[config.mk]
export PLATFORM = sky130hd
export DESIGN_NAME = hazard_unit
export DESIGN_NICKNAME = d
export VERILOG_FILES = /design/src/rtl/hazard_defs.sv /design/src/rtl/mem_wait_fsm.sv /design/src/rtl/hazard_unit.sv
export SDC_FILE = /design/constraint.sdc
export NUM_CORES = 1
export LEC_CHECK = 0
export ABC_AREA = 1
export BUFFER_PORTS_ARGS = -buffer_cell sky130_fd_sc_hd__buf_2
export CORE_MARGIN = 4
export CORE_UTILIZATION = 48
export DETAILED_ROUTE_END_ITERATION = 12
export PLACE_DENSITY = 0.8
export RECOVER_POWER = 100
export REMOVE_ABC_BUFFERS = 1
export SYNTH_ARGS = -nofsm -noshare
export SYNTH_HDL_FRONTEND = slang
export SYNTH_SLANG_ARGS = --single-unit
[constraint.sdc]
create_clock -name clk -period 1.95 [get_ports clk]
set_clock_uncertainty 0.2 [all_clocks]
set_input_delay 0.195 -clock clk [delete_from_list [all_inputs] [get_ports clk]]
set_output_delay 0.195 -clock clk [all_outputs]
set_load 0.005 [all_outputs]
[src/rtl/hazard_defs.sv]
// rtl/hazard_defs.sv - shared encodings and forwarding helper for the hazard unit
package hazard_defs;

  localparam logic [1:0] FWD_RF = 2'b00;
  localparam logic [1:0] FWD_W  = 2'b01;
  localparam logic [1:0] FWD_M  = 2'b10;

  typedef enum logic {
    S_IDLE = 1'b0,
    S_WAIT = 1'b1
  } mem_state_t;

  // r15 reads the PC, so it is never a forwarding target
  function automatic logic [1:0] fwd_sel(
    input logic [3:0] ra,
    input logic [3:0] wa_m,
    input logic       we_m,
    input logic [3:0] wa_w,
    input logic       we_w
  );
    if (we_m && (wa_m == ra) && (ra != 4'd15)) return FWD_M;
    if (we_w && (wa_w == ra) && (ra != 4'd15)) return FWD_W;
    return FWD_RF;
  endfunction

endpackage

[src/rtl/mem_wait_fsm.sv]
// rtl/mem_wait_fsm.sv - data-memory wait-state tracker with timeout and sticky error
module mem_wait_fsm import hazard_defs::*; #(
  parameter int MAX_WAIT = 15
) (
  input  logic clk,
  input  logic reset,
  input  logic mem_access,
  input  logic mem_ack,
  output logic mem_req,
  output logic memstall,
  output logic mem_err
);

  mem_state_t state;
  logic [7:0] wait_cnt;
  logic       timeout;

  assign timeout = (state == S_WAIT) && (wait_cnt >= 8'(MAX_WAIT)) && !mem_ack;

  always_comb begin
    mem_req  = 1'b0;
    memstall = 1'b0;
    if (reset) begin
      mem_req = mem_access;
      if (state == S_IDLE) memstall = mem_access && !mem_ack;
      else                 memstall = !mem_ack && !timeout;
    end
  end

  always_ff @(posedge clk or negedge reset) begin
    if (!reset) begin
      state    <= S_IDLE;
      wait_cnt <= 8'd0;
      mem_err  <= 1'b0;
    end else begin
      case (state)
        S_IDLE: begin
          if (mem_access && !mem_ack) begin
            state    <= S_WAIT;
            wait_cnt <= 8'd1;
          end
        end
        S_WAIT: begin
          if (mem_ack) begin
            state <= S_IDLE;
          end else if (timeout) begin
            // abandon the access; the loaded value is garbage from here on
            state   <= S_IDLE;
            mem_err <= 1'b1;
          end else begin
            wait_cnt <= wait_cnt + 8'd1;
          end
        end
        default: state <= S_IDLE;
      endcase
    end
  end

endmodule

[src/rtl/hazard_unit.sv]
// rtl/hazard_unit.sv - forwarding, stall and flush control for the 5-stage pipeline
module hazard_unit import hazard_defs::*; #(
  parameter int MAX_WAIT = 15,
  parameter int CNT_W    = 32
) (
  input  logic             clk,
  input  logic             reset,
  input  logic [3:0]       RA1D,
  input  logic [3:0]       RA2D,
  input  logic [3:0]       RA1E,
  input  logic [3:0]       RA2E,
  input  logic [3:0]       WA3E,
  input  logic [3:0]       WA3M,
  input  logic [3:0]       WA3W,
  input  logic             RegWriteM,
  input  logic             RegWriteW,
  input  logic             MemtoRegE,
  input  logic             MemAccessM,
  input  logic             PCWrPendingF,
  input  logic             PCSrcW,
  input  logic             BranchTakenE,
  input  logic             mem_ack,
  output logic [1:0]       ForwardAE,
  output logic [1:0]       ForwardBE,
  output logic             StallF,
  output logic             StallD,
  output logic             StallE,
  output logic             StallM,
  output logic             StallW,
  output logic             FlushD,
  output logic             FlushE,
  output logic             mem_req,
  output logic             mem_err,
  output logic [CNT_W-1:0] stall_cycles
);

  logic ldrstall;
  logic memstall;

  assign ldrstall = MemtoRegE && ((WA3E == RA1D) || (WA3E == RA2D));

  mem_wait_fsm #(.MAX_WAIT(MAX_WAIT)) u_mem_wait (
    .clk        (clk),
    .reset      (reset),
    .mem_access (MemAccessM),
    .mem_ack    (mem_ack),
    .mem_req    (mem_req),
    .memstall   (memstall),
    .mem_err    (mem_err)
  );

  // Flushes are masked during a memory freeze; the frozen stages re-present the cause later
  always_comb begin
    ForwardAE = FWD_RF;
    ForwardBE = FWD_RF;
    StallF    = 1'b0;
    StallD    = 1'b0;
    StallE    = 1'b0;
    StallM    = 1'b0;
    StallW    = 1'b0;
    FlushD    = 1'b1;
    FlushE    = 1'b1;
    if (reset) begin
      ForwardAE = fwd_sel(RA1E, WA3M, RegWriteM, WA3W, RegWriteW);
      ForwardBE = fwd_sel(RA2E, WA3M, RegWriteM, WA3W, RegWriteW);
      StallF    = ldrstall || PCWrPendingF || memstall;
      StallD    = ldrstall || memstall;
      StallE    = memstall;
      StallM    = memstall;
      StallW    = memstall;
      FlushD    = (PCWrPendingF || PCSrcW || BranchTakenE) && !memstall;
      FlushE    = (ldrstall || BranchTakenE) && !memstall;
    end
  end

  always_ff @(posedge clk or negedge reset) begin
    if (!reset) begin
      stall_cycles <= '0;
    end else if (StallF && (stall_cycles != {CNT_W{1'b1}})) begin
      stall_cycles <= stall_cycles + CNT_W'(1);
    end
  end

endmodule

Word-level counts from Yosys, hierarchy flattened. Index checks and enable logic that the tools add are counted.

Register bits after elaboration: 42. Input bits: 38. Logic and storage cells: 85.

Add/sub/neg operators: 2. Magnitude comparators: 1. Eq/ne operators: 12. Muxes and demuxes: 36. Bitwise operators: 2. Reductions and logical operators: 28.

Operators by type and width (number): $add 32x1->32 const B (1); $ne 32x32->1 const B (1); $eq 4x4->1 (6); $mux 8 (3); $mux 1 (21); $mux 2 (10); $logic_and 1x1->1 (16); $pmux 8 s2 (1); $add 8x1->8 const B (1); $ge 8x4->1 const B (1); $ne 4x4->1 const B (2); $logic_or 1x1->1 (7); $ne 2x2->1 const B (3); $reduce_and 3->1 (2); $logic_not 1->1 (3); $not 1->1 (2); $pmux 1 s2 (1).

Logic depth before layout (Yosys ltp).
Depth in word-level cells: 10. Depth in mapped cells: 12. Depth with buffers taken out: 11.

Cells and area by module. Synthesis repeated with hierarchy kept, for this count alone.

Cell total of the unflattened synthesis: 492. Area, all modules: 3226.8 um^2.

Modules (own cells, without submodules): hazard_unit (times used 1, cells each 437, area an instance 2723.9 um^2, seq. area each 800.8 um^2); mem_wait_fsm (times used 1, cells each 55, area an instance 503.0 um^2, seq. area each 250.2 um^2).

Least setup slack after synthesis. No wires, ideal clock.

Path type: flip-flop to flip-flop. Start: register stall_cycles[0]. End: register stall_cycles[0]. Setup time: 0.067 ns. Arrival: 1.623 ns. Setup slack: 0.061 ns. Cell stages (with the launch flop): 11. Path buffers: 1. Period minus slack after synthesis: 1.889 ns. Cells stage by stage: dfrtp_1 > ha_1 > inv_2 > nor2_4 > inv_2 > nor3_2 > nand3_2 > nand3_2 > buf_6 > nand2_1 > nand2_1.

Word-level cells in the longest chain between the ends: 2. Elaborated cells on any way between the ends: 3. Those cells by class: add/sub (1); eq/ne (1); reduce/logical (1).

RTL lines: start, declared (RTL line hazard_unit.sv:34) `output logic [CNT_W-1:0] stall_cycles`; start signal, assigned (RTL line hazard_unit.sv:80) `stall_cycles <= stall_cycles + CNT_W'(1);`; branches (longest 2 deep; another with $add 32x1->32).

Several ways; the timed one is not identified. A chain may end at the register's enable or synchronous reset.

Worst setup path after layout.
Start: register u_mem_wait.wait_cnt[0]. End: output port FlushD.

Word-level cells in the longest chain between the ends: 10.

RTL lines: start, declared (RTL line mem_wait_fsm.sv:15) `logic [7:0] wait_cnt;`; start signal, assigned (RTL line mem_wait_fsm.sv:51) `wait_cnt <= wait_cnt + 8'd1;`; $ge 8x4->1 (RTL line mem_wait_fsm.sv:18) `assign timeout = (state == S_WAIT) && (wait_cnt >= 8'(MAX_WAIT)) && !mem_ack;`; $logic_and 1x1->1 (2 in series) (RTL line mem_wait_fsm.sv:18); $logic_not 1->1 (RTL line mem_wait_fsm.sv:26) `else memstall = !mem_ack && !timeout;`; $logic_and 1x1->1 (RTL line mem_wait_fsm.sv:26); $mux 1 (RTL line mem_wait_fsm.sv:25) `if (state == S_IDLE) memstall = mem_access && !mem_ack;`; $mux 1 (RTL line mem_wait_fsm.sv:23) `if (reset) begin`; $logic_not 1->1 (RTL line hazard_unit.sv:71) `FlushD = (PCWrPendingF || PCSrcW || BranchTakenE) && !memstall;`; $logic_and 1x1->1 (RTL line hazard_unit.sv:71); $mux 1 (RTL line hazard_unit.sv:63) `if (reset) begin`; end, declared (RTL line hazard_unit.sv:30) `output logic FlushD,`.

No other way between the ends.

==> summary.md <==
| Metric | Value |
|---|---|
| Setup WS post-layout | `-89.7 ps` |
| Worst EP required | `1550 ps` |
| Antenna Diode Count | `0` |
| Seq. cell area | `approximately 1100 µm²` |
| Synth-to-layout area growth | `39.1%` |
| DRT Pass-1 Iters | `5` |
| CP arrival | `1640 ps` |
| Leakage | `2.34 nW` |
| CP top delay family | `simple AND/OR/NAND/NOR gates` |
| Synth unique cells | `29` |
| Worst Hold Class | `in2reg` |
| Tmin final | `2040 ps` |
| Number of CTS-inserted buffers | `5` |
| Flops & latches, synth | `42` |
| DP HPWL | `6.82 mm` |
| Final Hold Vio Count | `0` |
| Min-delay src | `reset` |
| Max-cap violation count | `0` |
| CP endpoint kind | `output port` |
| Number of fill cells | `524` |
| Width of the die | `a little under 90 µm` |
| Initial antenna violation count | `0` |
| Top FF cell, synth | `dfrtp_1` |
| Clk sink count | `42` |
| Final worst-path cycle share | `1.05` |
| Congestion Overflow GR | `0` |
| Worst reg2reg startpoint | `stall_cycles[14]` |
| Vias in the first global route | `approximately 3.3k` |
| Number of port buffers | `82` |
| Depth of the CTS H-tree | `2` |
| Max Clock Freq | `490 MHz` |
| Fin Setup TNS | `-1420 ps` |
| Unrepaired setup endpoints after global routing | `yes` |
| CP Launch Type | `flip-flop` |
| Area of the multi-input gates | `between 2000 and 2500 µm²` |
| Worst-Skew Late Latency | `310 ps` |
| Fraction of layout cells with a size suffix above 1 | `0.333` |
| Wirelength, routed | `9.87 mm` |
| Antenna Nets Post-Route | `0` |
| Total number of vias | `approximately 3.7k` |
| Row count | `29` |
| Core Area | `around 6300 µm²` |
| Clock Path Buffers | `2` |
| CP max FO | `5` |
| Pwr/cell area | `560 nW/µm²` |
| Hold path depth | `3` |
| Starting Density | `0.492` |
| Post-Syn Instances | `about 490` |
| Clock root buffer | `clkbuf_8` |
| Cells along the critical path | `ha_2, nand3_2, nand4_1, nand2_2, nand2_4, nor2_4, a21oi_1, buf_2` |
| Remaining DRCs | `0` |
| Bufs and invs on worst path | `1` |
| CP max stage delay | `~400 ps` |
| Critical path class | `reg2out` |
| # IOs | `83` |
| Worst slew pin tran | `389 ps` |
| Max Slew Vio Count | `0` |
| CTS tree | `built` |
| Fin Hold WS | `67.4 ps` |
| Mean Syn Cell Area | `6.43 µm²` |
| Relative slew slack | `0.740` |
| Slowest cell on the critical path | `dfrtp_1` |
| Worst r2r path cells | `9` |
| Final instance area | `approximately 4300 µm²` |
| DR WL/cell | `14.4 µm` |
| Sequential area share after synthesis | `0.336` |
| Die area | `7870 µm²` |
| R2R setup slack | `-70 ps` |
| Initial drt markers | `approximately 280` |
| DR vias/cell | `5.45` |
| Asr flop ratio synth | `1.00` |
| Reg-to-reg endpoint | `stall_cycles[15]` |
| First-pass GRT wire length | `15.0 mm` |
| Mapped Area | `3130 µm²` |
| EDFF count, synth | `0` |
| Final Wtd Congestion | `0.925` |
| Final setup fails | `39` |
| Power Total | `2.43 mW` |
| Outcome | `complete, but fails checks` |
| WHS Endpoint | `stall_cycles[9]` |
| Placement Cell Area | `3740 µm²` |
| Nets | `~650` |
| Total Routing Usage GR | `0.238` |
| VDD IR max | `602 µV` |
| Largest net degree at the start of global routing | `33` |
| Worst-path clk slew | `90 ps` |
| Failing checks | `negative setup slack` |
| Utilization after layout | `0.685` |
| Chip Height | `88.7 µm` |
| Warning count from the yosys run | `0` |
[Yosys cell counts, types with 2 or more instances]
library cell / number / share of area
buf_1: 3 / 0.0036
xnor2_1: 5 / 0.014
nand3b_1: 16 / 0.038
ha_1: 2 / 0.0080
buf_2: 3 / 0.0048
o21ai_0: 5 / 0.0080
inv_1: 38 / 0.046
nand3_2: 3 / 0.0096
clkbuf_1: 4 / 0.0048
nor3_1: 4 / 0.0064
dfrtp_1: 42 / 0.34
buf_6: 3 / 0.011
nand4_1: 40 / 0.080
nand3_1: 3 / 0.0048
xor2_1: 18 / 0.050
buf_4: 2 / 0.0048
nand2_1: 206 / 0.25
a21oi_1: 7 / 0.011
nor2_1: 68 / 0.082
inv_2: 2 / 0.0024
nor4_1: 2 / 0.0040
o22ai_1: 3 / 0.0060
[cells by family after synthesis]
| family | count (synthesis) | share of synthesized area |
|---|---|---|
| DFF | 42 | 0.336 |
| adders and majority gates | 2 | 0.00800 |
| and+or+nand+nor | 345 | 0.481 |
| AOI/OAI and AO/OA | 18 | 0.0324 |
| xor gates and xnor gates | 23 | 0.0644 |
| buffers and inverters | 56 | 0.0780 |
[repair_timing]
action                                 CTS  global route
pin swaps                                3             9
setup buffers                            4            13
hold buffers                             3             0
endpoints found under the hold margin   43             0
setup endpoints to repair                7            42
gates cloned                             0             3
gates resized for setup                  9            72
[worst min-delay path: cells and delay by family]
kind / cells / cell delay, ps
and+or+nand+nor: 2 / 180
buffers and inverters: 1 / 170
[routing by layer]
| metal | GRT usage | wire, µm | up-vias |
|---|---|---|---|
| met1 | 0.307 | 4030 | 1708 |
| met2 | 0.399 | 4720 | 196 |
| met5 | 0 | 0 | - |
| li1 | - | - | 1798 |
| met3 | 0.0410 | 893 | 23 |
| met4 | 0.0838 | 223 | 0 |
[power breakdown]
group | switching [mW] | total (mW) | internal [mW]
Sequential | 0.0571 | 0.980 | 0.923
Combinational | 0.334 | 0.606 | 0.272
Clock | 0.335 | 0.848 | 0.513
[state kept, by name, indices dropped and copies added (netlist names)]
name                 count
u_mem_wait.state         1
u_mem_wait.wait_cnt      8
stall_cycles            32
u_mem_wait.mem_err       1
[through the flow]
step | setup WS [ps] | instances
CTS | -36.5 | 668
detailed placement | 50.1 | 653
floorplan | -443 | 471
global route | -162 | 684
finish | -89.7 | 684
global placement | 84.2 | 653
[layout by cell type, fill, tap and decap left out, drive strengths merged]
cell	n
nor2	70
nand2	206
nand3	6
o21ai	5
xnor2	5
xor2	18
dfrtp	42
nand4	40
o31ai	1
buf	123
nor4	2
dlygate4sd3	3
clkinvlp	1
bufinv	2
a211oi	1
ha	2
nor3	5
a21oi	7
o21bai	1
clkbuf	7
nand3b	16
clkinv	1
inv	40
o22ai	3
[how the worst max path moves through the flow]
stage	startpoint	depth (start not counted)	endpoint
after floorplan	stall_cycles[0]	9	stall_cycles[0]
after global placement	u_mem_wait.wait_cnt[0]	8	FlushE
after detailed placement	stall_cycles[10]	9	stall_cycles[10]
after CTS	u_mem_wait.wait_cnt[1]	8	FlushE
after global routing	u_mem_wait.wait_cnt[0]	8	FlushD
final	u_mem_wait.wait_cnt[0]	8	FlushD
[layout make-up]
cell class              instances  share of cell area
repair buffers                128               0.193
multi-input cells             388               0.473
inverters                      41              0.0363
well taps                      77              0.0222
clock inverters                 3              0.0158
clock buffers                   5              0.0158
flip-flops and latches         42               0.244
Power figures use the tool's default switching activity.
